`config.mk`:
```
export PLATFORM = sky130hd
export DESIGN_NAME = peak_sweep_scheduler
export DESIGN_NICKNAME = d
export VERILOG_FILES = /design/src/rtl/peak_sweep_scheduler.sv
export SDC_FILE = /design/constraint.sdc
export NUM_CORES = 1
export LEC_CHECK = 0
export BUFFER_PORTS_ARGS = -buffer_cell sky130_fd_sc_hd__buf_2
export CAP_MARGIN = 10
export CORE_MARGIN = 2
export CORE_UTILIZATION = 51
export DETAILED_ROUTE_END_ITERATION = 16
export PLACE_DENSITY = 0.76
export SKIP_LAST_GASP = 1
export SYNTH_ARGS = -nofsm -noshare
export SYNTH_HDL_FRONTEND = slang
export SYNTH_SLANG_ARGS = --single-unit
```
`constraint.sdc`:
```
create_clock -name i_Clock -period 2.45 [get_ports i_Clock]
set_input_delay 0.49 -clock i_Clock [delete_from_list [all_inputs] [get_ports i_Clock]]
set_output_delay 0.49 -clock i_Clock [all_outputs]
set_load 0.05 [all_outputs]
```
`src/rtl/peak_sweep_scheduler.sv`:
```
// Panel sweep scheduler: settles, samples and averages light at each position,
// parks on the brightest one and hands the peak to a BCD converter.
module peak_sweep_scheduler #(
    parameter int NUM_POS       = 8,
    parameter int POS_W         = 3,
    parameter int SETTLE_CYCLES = 16
) (
    input  logic             i_Clock,
    input  logic             i_Reset_n,
    input  logic             i_Start,
    input  logic             i_Abort,
    input  logic [11:0]      i_ADC_Value,
    input  logic             i_BCD_Busy,
    output logic [POS_W-1:0] o_Position,
    output logic [11:0]      o_Peak_Value,
    output logic [POS_W-1:0] o_Peak_Position,
    output logic             o_BCD_Start,
    output logic [11:0]      o_BCD_Data,
    output logic             o_Busy,
    output logic             o_Done
);

    localparam int CNT_W = (SETTLE_CYCLES > 4) ? $clog2(SETTLE_CYCLES) : 2;

    localparam logic [CNT_W-1:0] SETTLE_LAST = CNT_W'(SETTLE_CYCLES - 1);
    localparam logic [CNT_W-1:0] SAMPLE_LAST = CNT_W'(3);
    localparam logic [POS_W-1:0] LAST_POS    = POS_W'(NUM_POS - 1);

    localparam logic [3:0] S_IDLE      = 4'd0;
    localparam logic [3:0] S_SETTLE    = 4'd1;
    localparam logic [3:0] S_SAMPLE    = 4'd2;
    localparam logic [3:0] S_COMPARE   = 4'd3;
    localparam logic [3:0] S_NEXT      = 4'd4;
    localparam logic [3:0] S_PARK      = 4'd5;
    localparam logic [3:0] S_DISP_REQ  = 4'd6;
    localparam logic [3:0] S_DISP_WAIT = 4'd7;
    localparam logic [3:0] S_DONE      = 4'd8;

    logic [3:0]       state;
    logic [CNT_W-1:0] cnt;
    logic [13:0]      sum;
    logic [POS_W-1:0] position;
    logic [11:0]      peak;
    logic [POS_W-1:0] peak_pos;
    logic [11:0]      bcd_q;
    logic [11:0]      avg;
    logic             issue;

    assign avg   = sum[13:2];
    assign issue = (state == S_DISP_REQ) && !i_BCD_Busy && !i_Abort;

    always_ff @(posedge i_Clock or negedge i_Reset_n) begin
        if (!i_Reset_n) begin
            state    <= S_IDLE;
            cnt      <= '0;
            sum      <= '0;
            position <= '0;
            peak     <= '0;
            peak_pos <= '0;
            bcd_q    <= '0;
        end else if (i_Abort && state != S_IDLE) begin
            state <= S_IDLE;
        end else begin
            unique case (state)
                S_IDLE: begin
                    if (i_Start && !i_Abort) begin
                        position <= '0;
                        peak     <= '0;
                        peak_pos <= '0;
                        cnt      <= '0;
                        state    <= S_SETTLE;
                    end
                end
                S_SETTLE: begin
                    if (cnt == SETTLE_LAST) begin
                        cnt   <= '0;
                        sum   <= '0;
                        state <= S_SAMPLE;
                    end else begin
                        cnt <= cnt + CNT_W'(1);
                    end
                end
                S_SAMPLE: begin
                    sum <= sum + 14'(i_ADC_Value);
                    if (cnt == SAMPLE_LAST) begin
                        cnt   <= '0;
                        state <= S_COMPARE;
                    end else begin
                        cnt <= cnt + CNT_W'(1);
                    end
                end
                S_COMPARE: begin
                    // strict compare keeps the earliest position on ties
                    if (avg > peak) begin
                        peak     <= avg;
                        peak_pos <= position;
                    end
                    state <= S_NEXT;
                end
                S_NEXT: begin
                    cnt <= '0;
                    if (position == LAST_POS) begin
                        position <= peak_pos;
                        state    <= S_PARK;
                    end else begin
                        position <= position + POS_W'(1);
                        state    <= S_SETTLE;
                    end
                end
                S_PARK: begin
                    if (cnt == SETTLE_LAST) begin
                        cnt   <= '0;
                        state <= S_DISP_REQ;
                    end else begin
                        cnt <= cnt + CNT_W'(1);
                    end
                end
                S_DISP_REQ: begin
                    if (!i_BCD_Busy) begin
                        bcd_q <= peak;
                        state <= S_DISP_WAIT;
                    end
                end
                S_DISP_WAIT: begin
                    if (!i_BCD_Busy) state <= S_DONE;
                end
                S_DONE: state <= S_IDLE;
                default: state <= S_IDLE;
            endcase
        end
    end

    // data is presented in the issue cycle and held from the register after it
    assign o_BCD_Start     = issue;
    assign o_BCD_Data      = issue ? peak : bcd_q;
    assign o_Position      = position;
    assign o_Peak_Value    = peak;
    assign o_Peak_Position = peak_pos;
    assign o_Busy          = (state != S_IDLE);
    assign o_Done          = (state == S_DONE) && !i_Abort;

endmodule

```
==> reports/qor.yml, run 1 <==
synthArstFlopShare_pct: 100
worstSetupStartpoint: "state[3]"
synth-warning-count: 0
rrSetupSlack_ns: 0.17
p_sw_share_pct: 41.9
power_density_nw_per_um2: 970
final_area_sq_um: 3800
cp.required_ns: 1.96
synth_nets: 373
seqCellArea_sq_um: 1310
grt_start_max_net_pins: 36
cap_violations: 0
skew_ns: 0.00861
crit_fanout: 35
clk_pin_slew_ns: 0.09
crit_slowest_cell: "dfrtp_1"
seq_area_frac_synth_pct: 40.9
grt_pass1_vias: 2512
via_count: 2682
worst_r2r_startpoint: "sum[7]"
p_seq_share_pct: 33.2
routed_wirelength_um: 6800
wire_per_inst_um: 14.5
yosysTopAreaCell: "dfrtp_1"
rr_worst_depth: 8
dp_hpwl_um: 5240
synth.most_common_cell: "dfrtp_1"
gr-usage-all-layers_pct: 20.3
worstPathArrival_ns: 1.89
busiest_layer: "met2"
cell_internal_pwr_w: 0.00214
core_sq_um: 5960
synth_edf_count: 0
die_h_um: 82.9
crit_chain: "inv_1 > nand3_1 > or3_1 > buf_12 > inv_1 > nand2_1 > nand2_2 > clkbuf_4"
final-setup-viol-count: 0
clockPowerShare_pct: 13.2
die_x_um: 82.9
yosysTopAreaCellShare_pct: 40.9
syn_inst: 328
cp_common_cell: "inv_1"
io_buffers: 49
dieArea_sq_um: 6880
drive_gt1_share_pct: 31.8
cts_tree: "yes"
synthesis.area_sq_um: 3180
num_rows: 28
final_core_util_pct: 63.8
synthFlopType: "dfrtp_1"
share_comb_of_total_power_pct: 53.5
grt_pass1_wl_um: 11700
finalNonFillerCells: 468
status: "finished, final reports clean"
fillerInstances: 519
synth_cell_types: 56
grt-ovfl-total: 0
initial_core_util_pct: 53.4
synth_seq_cells: 52
post-route-min-period_ns: 2.38
drc: 0
nets: 437
use_met2_pct: 32.1
fin_crit_sh_pct: 97.3
place_area_sq_um: 3640
start_kind: "register"
cts.sinks: 52
cts_max_level: 2
maxSlewViolCount: 0
slowest_delay_ns: 0.42
yosys-top-cells-count: "dfrtp_1 (52), o21ai_0 (38), nand2_1 (30)"
critPathCaptureType: "output pin"
ant_nets: 0
rsz0062_at_grt: "true"
hold_violations: 0
syn_area_per_cell_sq_um: 9.69
clock_latency_ns: 0.30
diodes: 0
dr.pass1.iters: 4
clockRootBuffer: "clkbuf_8"
leakagePower_nw: 1.83
cts-buffers-inserted: 5
clockBufferDepth: 2
tightest_slew_ns: 0.586
multi_input_area_sq_um: 1750
hold_path.class: "in2async"
synth.area.top_cells: "dfrtp_1 (41%), ha_1 (11%), o21ai_0 (6.0%)"
gr-usage-met1_pct: 28.9
place_congestion: 0.855
whs_ns: 0.187
synthToLayoutAreaGrowth_pct: 19.6
viasPerCell: 5.73
met3_usage_pct: 3.38
max_clock_freq_mhz: 420
ir_drop_v: 0.000553
relSlewSlack_pct: 60.9
cp-endpoint: "o_BCD_Data[0]"
dp.cells: 453
timing.rr.end: "o_Peak_Value[6]"
antenna_found_initial: 0
crit_type: "reg2out"
ios: 50
drt_iter0_drc: 83
netSwitchingPower_w: 0.00155
per-layer routing:
layer / wire length (um) / share of wire (%)
met1: 3310 / 49
met2: 3190 / 47
met3: 213 / 3.1
met4: 92 / 1.4
met5: 0 / 0
sequential cells by signal (all words and copies together) (netlist names):
name / count
o_Position: 3
o_Peak_Position: 3
bcd_q: 12
o_Peak_Value: 12
sum: 14
state: 4
cnt: 4
worst min-delay path by stage:
stage,start,endpoint,slack [ns],cells after the start
final,i_Reset_n,sum[8],0.19,1
after global routing,i_Reset_n,sum[8],0.22,1
after CTS,i_Reset_n,bcd_q[8],0.21,1
after detailed placement,bcd_q[5],bcd_q[5],0.46,2
after global placement,bcd_q[10],bcd_q[10],0.45,2
after floorplan,i_Reset_n,bcd_q[0],0.19,0
cell families after synthesis:
kind of cell,after synthesis,synth area share (%)
xor+xnor,12,3.31
simple gates,83,12.6
buf+inv,40,5.16
mux,2,0.630
compound gates,111,26.1
flops,52,40.9
fa+ha+maj,28,11.3
what timing repair did:
| item | CTS | global route |
|---|---|---|
| resized for setup | 1 | 12 |
| setup endpoints to repair | 12 | 27 |
| buffers inserted | 0 | 7 |
| pin swaps | 0 | 0 |
| hold buffers | 0 | 0 |
power groups by stage:
stage	Clock, W	Sequential, W	Combinational, W
2_1_floorplan	0	0.00128	0.00140
3_3_place_gp	0	0.00124	0.00184
3_5_place_dp	0	0.00124	0.00189
4_1_cts	0.000501	0.00123	0.00190
5_1_grt	0.000543	0.00125	0.00221
6_report	0.000488	0.00123	0.00197
area by class of cell:
class / count / area share (%)
Clock buffer: 8 / 2.37
Inverter: 25 / 2.47
Sequential cell: 52 / 34.6
Tap cell: 75 / 2.47
Timing Repair Buffer: 72 / 12.0
Multi-Input combinational cell: 236 / 46.1
cells in the final DEF, fill, tap and decap left out, types with 3 or more instances in the layout:
master    instances
a21oi_1          11
buf_4            21
a22o_1           11
dfrtp_2          10
inv_1            22
clkbuf_4          3
o21ai_2           8
o21ai_0          27
o211ai_1          3
nand3_1           7
inv_2             3
nor2_1           21
clkbuf_8          6
o21ai_1           3
nand2b_1          3
o21a_1            3
a22o_2           14
or3_1             4
xnor2_1          10
nand4_1           5
buf_2            45
nand2_1          29
ha_1             27
a21o_1            5
dfrtp_1          42
metrics by stage:
step	TNS, ns	setup WS, ns	power (W)
4_1_cts	0	0.00571	0.00362
3_5_place_dp	0	0.0738	0.00313
5_1_grt	-0.0805	-0.0747	0.00400
2_1_floorplan	-2.26	-0.250	0.00268
6_report	0	0.0669	0.00369
3_3_place_gp	0	0.0945	0.00308
critical path, delay by kind of cell, from the launching register on:
kind                   cells  cell delay, ns
DFF                        1            0.42
buffers and inverters      4            0.57
and+or+nand+nor            4            0.62
No activity file was read; power rests on OpenSTA's default activity.
==> inputs of run 2 (changes only) <==
--- a/config.mk
+++ b/config.mk
@@ -7,7 +7,6 @@
 export LEC_CHECK = 0
 export BUFFER_PORTS_ARGS = -buffer_cell sky130_fd_sc_hd__buf_2
 export CAP_MARGIN = 10
-export CORE_MARGIN = 2
 export CORE_UTILIZATION = 51
 export DETAILED_ROUTE_END_ITERATION = 16
 export PLACE_DENSITY = 0.76
==> constraint.sdc (replaced) <==
create_clock -name i_Clock -period 2.45 [get_ports i_Clock]
set_input_delay 0.245 -clock i_Clock [delete_from_list [all_inputs] [get_ports i_Clock]]
set_output_delay 0.245 -clock i_Clock [all_outputs]
set_load 0.05 [all_outputs]
==> run 2 against run 1 <==
Net effect:
- the run now ends with setup timing left
- combinational power up 8%
- via count rose by 0.41%
- global-route usage increased by 2.1 points
- final cell count increased by 0.43%
- critical endpoint is now o_Peak_Value[4]
- largest cell class unchanged
- largest power group unchanged
==> reports/qor.yml, run 2 (synthesis results as in run 1) <==
fin_crit_sh_pct: 101
clockBufferDepth: 2
p_seq_share_pct: 31.0
timing.setup.tns_ns: -0.224
skew_ns: 0.00854
cts_tree: "yes"
power_density_nw_per_um2: 1040
dp_hpwl_um: 5220
grt_pass1_vias: 2440
fin_ws_ns: -0.0255
final-setup-viol-count: 15
dieArea_sq_um: 6550
max_clock_freq_mhz: 404
leakagePower_nw: 1.86
grt_pass1_wl_um: 11200
maxSlewViolCount: 0
violations: "setup timing"
top_register: "sum"
fillerInstances: 489
cts-buffers-inserted: 5
crit_chain: "inv_2 > ha_4 > and2_4 > a221o_1 > a221oi_4 > a21oi_2 > o41ai_2 > buf_4 > a22o_2"
cell_internal_pwr_w: 0.00234
ios: 50
start_kind: "register"
ant_nets: 0
tightest_slew_ns: 0.530
viasPerCell: 5.73
synthToLayoutAreaGrowth_pct: 20.8
place_ws_ns: 0.107
status: "finished with violations"
hold_violations: 0
relSlewSlack_pct: 64.6
clockPowerShare_pct: 16.0
largest_register_ffs: 14
crit_type: "reg2reg"
clk_pin_slew_ns: 0.09
die_x_um: 80.9
wire_per_inst_um: 15.4
ir_drop_v: 0.000464
grt_start_max_net_pins: 36
worstPathArrival_ns: 2.72
rsz0062_at_grt: "true"
grt-ovfl-total: 0
routed_wirelength_um: 7220
post-route-min-period_ns: 2.48
cp.required_ns: 2.70
nets: 439
drc: 0
clockRootBuffer: "clkbuf_8"
netSwitchingPower_w: 0.00165
mostFrequentLayoutCells: "dfrtp_1 (45), buf_2 (45), o21ai_0 (38)"
num_rows: 28
io_buffers: 49
crit_fanout: 8
drt_iter0_drc: 103
initial_core_util_pct: 53.4
cp_num_buf_inv: 2
hold_path.class: "in2reg"
cts_max_level: 2
core_sq_um: 5960
p_sw_share_pct: 41.4
cp_top_family: "compound AO/OA/AOI/OAI gates"
slowest_delay_ns: 0.42
gr-usage-all-layers_pct: 22.4
drive_gt1_share_pct: 29.9
critPathCaptureType: "register"
dr.pass1.iters: 4
via_count: 2693
antenna_found_initial: 0
clock_latency_ns: 0.31
place_congestion: 0.892
cts.sinks: 52
crit_slowest_cell: "dfrtp_2"
die_h_um: 80.9
cap_violations: 0
share_comb_of_total_power_pct: 53.0
diodes: 0
-- run 2: cell count changes in the layout (fill, tap and decap cells not counted), moves of 3 or more --
cell     delta
o21ai_2     -8
a22o_4      +4
dfrtp_1     +3
a22o_2      -4
buf_4       +6
o21ai_1     -3
o21ai_0    +11
dfrtp_2     -3
-- run 2: worst paths after layout --
| check | startpoint | to | slack (ns) | cells past startpoint |
|---|---|---|---|---|
| setup / recovery | o_Peak_Value[7] | o_Peak_Value[4] | -0.03 | 9 |
| hold / removal | i_Abort | state[1] | 0.17 | 2 |
| setup reg to reg | o_Peak_Value[7] | o_Peak_Value[4] | -0.03 | 9 |
| hold reg to reg | bcd_q[4] | bcd_q[4] | 0.47 | 2 |
| max in group asynchronous | i_Reset_n | o_Peak_Value[4] | 1.33 | 3 |
| min in group asynchronous | i_Reset_n | sum[10] | 0.43 | 2 |
-- run 2: per-stage QoR --
stage               hold slack (ns)  area (sq um)  total power (W)  utilization [%]  std cells
floorplan                   -0.0506          3190          0.00268                -        328
global placement              0.254          3560          0.00305             59.8        451
detailed placement            0.263          3560          0.00313             59.8        451
CTS                           0.162          3700          0.00379             62.1        460
global route                  0.182          3840          0.00426             64.5        470
finish                        0.169          3840          0.00400             64.5        470
-- run 2: final cells by class --
type	count	area [sq um]	area share, %
clock buffer	7	96.3	2.51
clock inverter	1	30.0	0.782
inverter	25	93.8	2.44
multi-input combinational	236	1770	46.1
sequential	52	1310	34.1
tap	75	93.8	2.44
timing repair buffer	74	445	11.6
-- run 2: layer usage --
metal	GRT usage (%)	part of all wire, %
met1	30.5	48
met2	35.8	48
met3	3.48	2.8
met4	8.04	1.8
met5	0	0
-- run 2: power by group through the flow --
stage	Clock (W)	Sequential (W)	Combinational, W
6_report	0.000641	0.00124	0.00212
5_1_grt	0.000687	0.00126	0.00232
4_1_cts	0.000653	0.00123	0.00190
3_5_place_dp	0	0.00125	0.00189
3_3_place_gp	0	0.00124	0.00182
2_1_floorplan	0	0.00128	0.00139
-- run 2: timing repair --
item	4_1_cts	5_1_grt
setup endpoints to repair	2	28
pin swaps	0	8
endpoints found under the hold margin	23	0
hold buffers	1	0
gates resized for setup	2	15
setup buffers	0	10
==> inputs of run 3 (changes only) <==
--- a/config.mk
+++ b/config.mk
@@ -5,11 +5,11 @@
 export SDC_FILE = /design/constraint.sdc
 export NUM_CORES = 1
 export LEC_CHECK = 0
-export BUFFER_PORTS_ARGS = -buffer_cell sky130_fd_sc_hd__buf_2
 export CAP_MARGIN = 10
-export CORE_UTILIZATION = 51
+export CORE_UTILIZATION = 52
 export DETAILED_ROUTE_END_ITERATION = 16
-export PLACE_DENSITY = 0.76
+export DONT_BUFFER_PORTS = 1
+export PLACE_DENSITY = 0.7
 export SKIP_LAST_GASP = 1
 export SYNTH_ARGS = -nofsm -noshare
 export SYNTH_HDL_FRONTEND = slang
==> run 3 against run 2 <==
Net effect:
- the run now ends clean
- via count down 2.5%
- design area down 3.5%
- first-iteration DRC count up 13%
- setup slack better by 0.12 ns
- critical path type unchanged
- highest routed layer unchanged
==> reports/qor.yml, run 3 (synthesis results as in run 1) <==
status: "finished, final reports clean"
place_area_sq_um: 3540
initial_core_util_pct: 53.7
hold_path_end: "state[3]"
via_count: 2626
ios: 50
dieArea_sq_um: 6430
diodes: 0
maxSlewViolCount: 0
use_met2_pct: 38.2
drc: 0
cts.sinks: 52
whs_path_depth: 3
dp_hpwl_um: 5240
gr-usage-met1_pct: 31.3
synthToLayoutAreaGrowth_pct: 16.6
final-setup-viol-count: 0
core_sq_um: 5920
clockBufferDepth: 2
wire_per_inst_um: 16.2
tightest_slew_ns: 0.576
grt-ovfl-total: 0
mostFrequentLayoutCells: "dfrtp_1 (46), buf_4 (39), nand2_1 (30)"
worstPathArrival_ns: 2.60
viasPerCell: 5.95
gr-usage-all-layers_pct: 23.4
cts_setup_buffers: 0
dp.cells: 429
fin_crit_sh_pct: 96.3
die_h_um: 80.2
cts_tree: "yes"
num_rows: 28
ir_drop_v: 0.000475
rsz0062_at_grt: "false"
largest_register_ffs: 14
grt_pass1_wl_um: 11700
skew_ns: 0.00727
max_clock_freq_mhz: 424
power_density_nw_per_um2: 999
timing.setup.tns_ns: 0
ant_nets: 0
hold_path.class: "in2reg"
rrSetupSlack_ns: 0.09
final_common_cell: "dfrtp_1"
clock_latency_ns: 0.31
top_register: "sum"
hold_violations: 0
drive_gt1_share_pct: 23.0
crit_fanout: 5
io_buffers: 0
die_x_um: 80.2
grt_start_max_net_pins: 53
cap_violations: 0
start_kind: "register"
clk_pin_slew_ns: 0.09
critPathCaptureType: "register"
worst_r2r_startpoint: "sum[7]"
leakagePower_nw: 1.70
drt_iter0_drc: 116
post-route-min-period_ns: 2.36
p_total_w: 0.00370
busiest_layer: "met2"
crit_type: "reg2reg"
cp_num_buf_inv: 1
cp.required_ns: 2.69
final_area_sq_um: 3710
cp_top_family: "compound AO/OA/AOI/OAI gates"
nets: 410
crit_chain: "ha_1 > a21o_1 > a221o_1 > a221oi_4 > a21oi_2 > o41ai_4 > buf_4 > a22o_2"
cts-buffers-inserted: 5
antenna_found_initial: 0
slowest_delay_ns: 0.43
relSlewSlack_pct: 61.6
rr_worst_depth: 8
finalNonFillerCells: 441
grt_pass1_vias: 2583
crit_slowest_cell: "dfrtp_1"
place_congestion: 0.841
clockRootBuffer: "clkbuf_8"
critical_path_depth: 8
met3_usage_pct: 5.23
dr.pass1.iters: 4
routed_wirelength_um: 7130
cts_max_level: 2
timing.rr.end: "o_Peak_Value[5]"
min-delay-start: "i_Abort"
[run 3: cell count changes in the layout (fill, tap and decap cells not counted), sizes merged]
| cell | before | now |
|---|---|---|
| buf | 72 | 43 |
| clkbuf | 8 | 6 |
| clkinv | 0 | 2 |
| bufinv | 1 | 0 |
| dlygate4sd3 | 1 | 2 |
[run 3: worst max path at each step]
stage,from,slack (ns),endpoint
after floorplan,state[3],-0.26,o_BCD_Data[10]
after global placement,o_Peak_Value[5],0.19,o_Peak_Value[4]
after detailed placement,o_Peak_Value[7],0.10,o_Peak_Value[10]
after CTS,o_Peak_Value[5],0.08,o_Peak_Position[0]
after global routing,sum[7],0.001,o_Peak_Value[5]
final,sum[7],0.09,o_Peak_Value[5]
[run 3: per-layer routing]
metal  routed length, um  vias to the layer above
li1                    -                     1285
met1                3400                     1276
met2                3310                       58
met3                 334                        7
met4                  80                        0
met5                   0                        -
[run 3: tightest hold or removal path, cell delays in order]
cell	delay, ns
inv_1	0.06
nand3_1	0.10
nor3_1	0.05
[run 3: where the power goes]
group	switching [W]	internal (W)	leakage, nW	total [W]
Combinational	0.00111	0.000857	0.954	0.00197
Clock	0.000280	0.000226	0.0510	0.000506
Sequential	0.000202	0.00103	0.696	0.00123
Total	0.00159	0.00211	1.70	0.00370
[run 3: what timing repair did]
item                                    4_1_cts  5_1_grt
endpoints found under the setup margin        0       12
resized for setup                             0        8
hold endpoints to repair                     53        0
hold buffers                                  3        0
[run 3: stage by stage]
| stage | hold slack (ns) | utilization (%) | worst slack [ns] |
|---|---|---|---|
| after floorplan | -0.0506 | - | -0.261 |
| after global placement | -0.0492 | 59.7 | 0.187 |
| after detailed placement | -0.0495 | 59.7 | 0.104 |
| after CTS | 0.186 | 62.1 | 0.0815 |
| after global routing | 0.193 | 62.6 | 0.00124 |
| final | 0.198 | 62.6 | 0.0897 |
[run 3: cell type report]
class                   instances  area [sq um]
repair buffers                 45           383
clock buffers                   6          82.6
multi-input cells             236          1730
fillers                       506          2210
clock inverters                 2          10.0
flip-flops and latches         52          1310
well taps                      75          93.8
inverters                      25          93.8
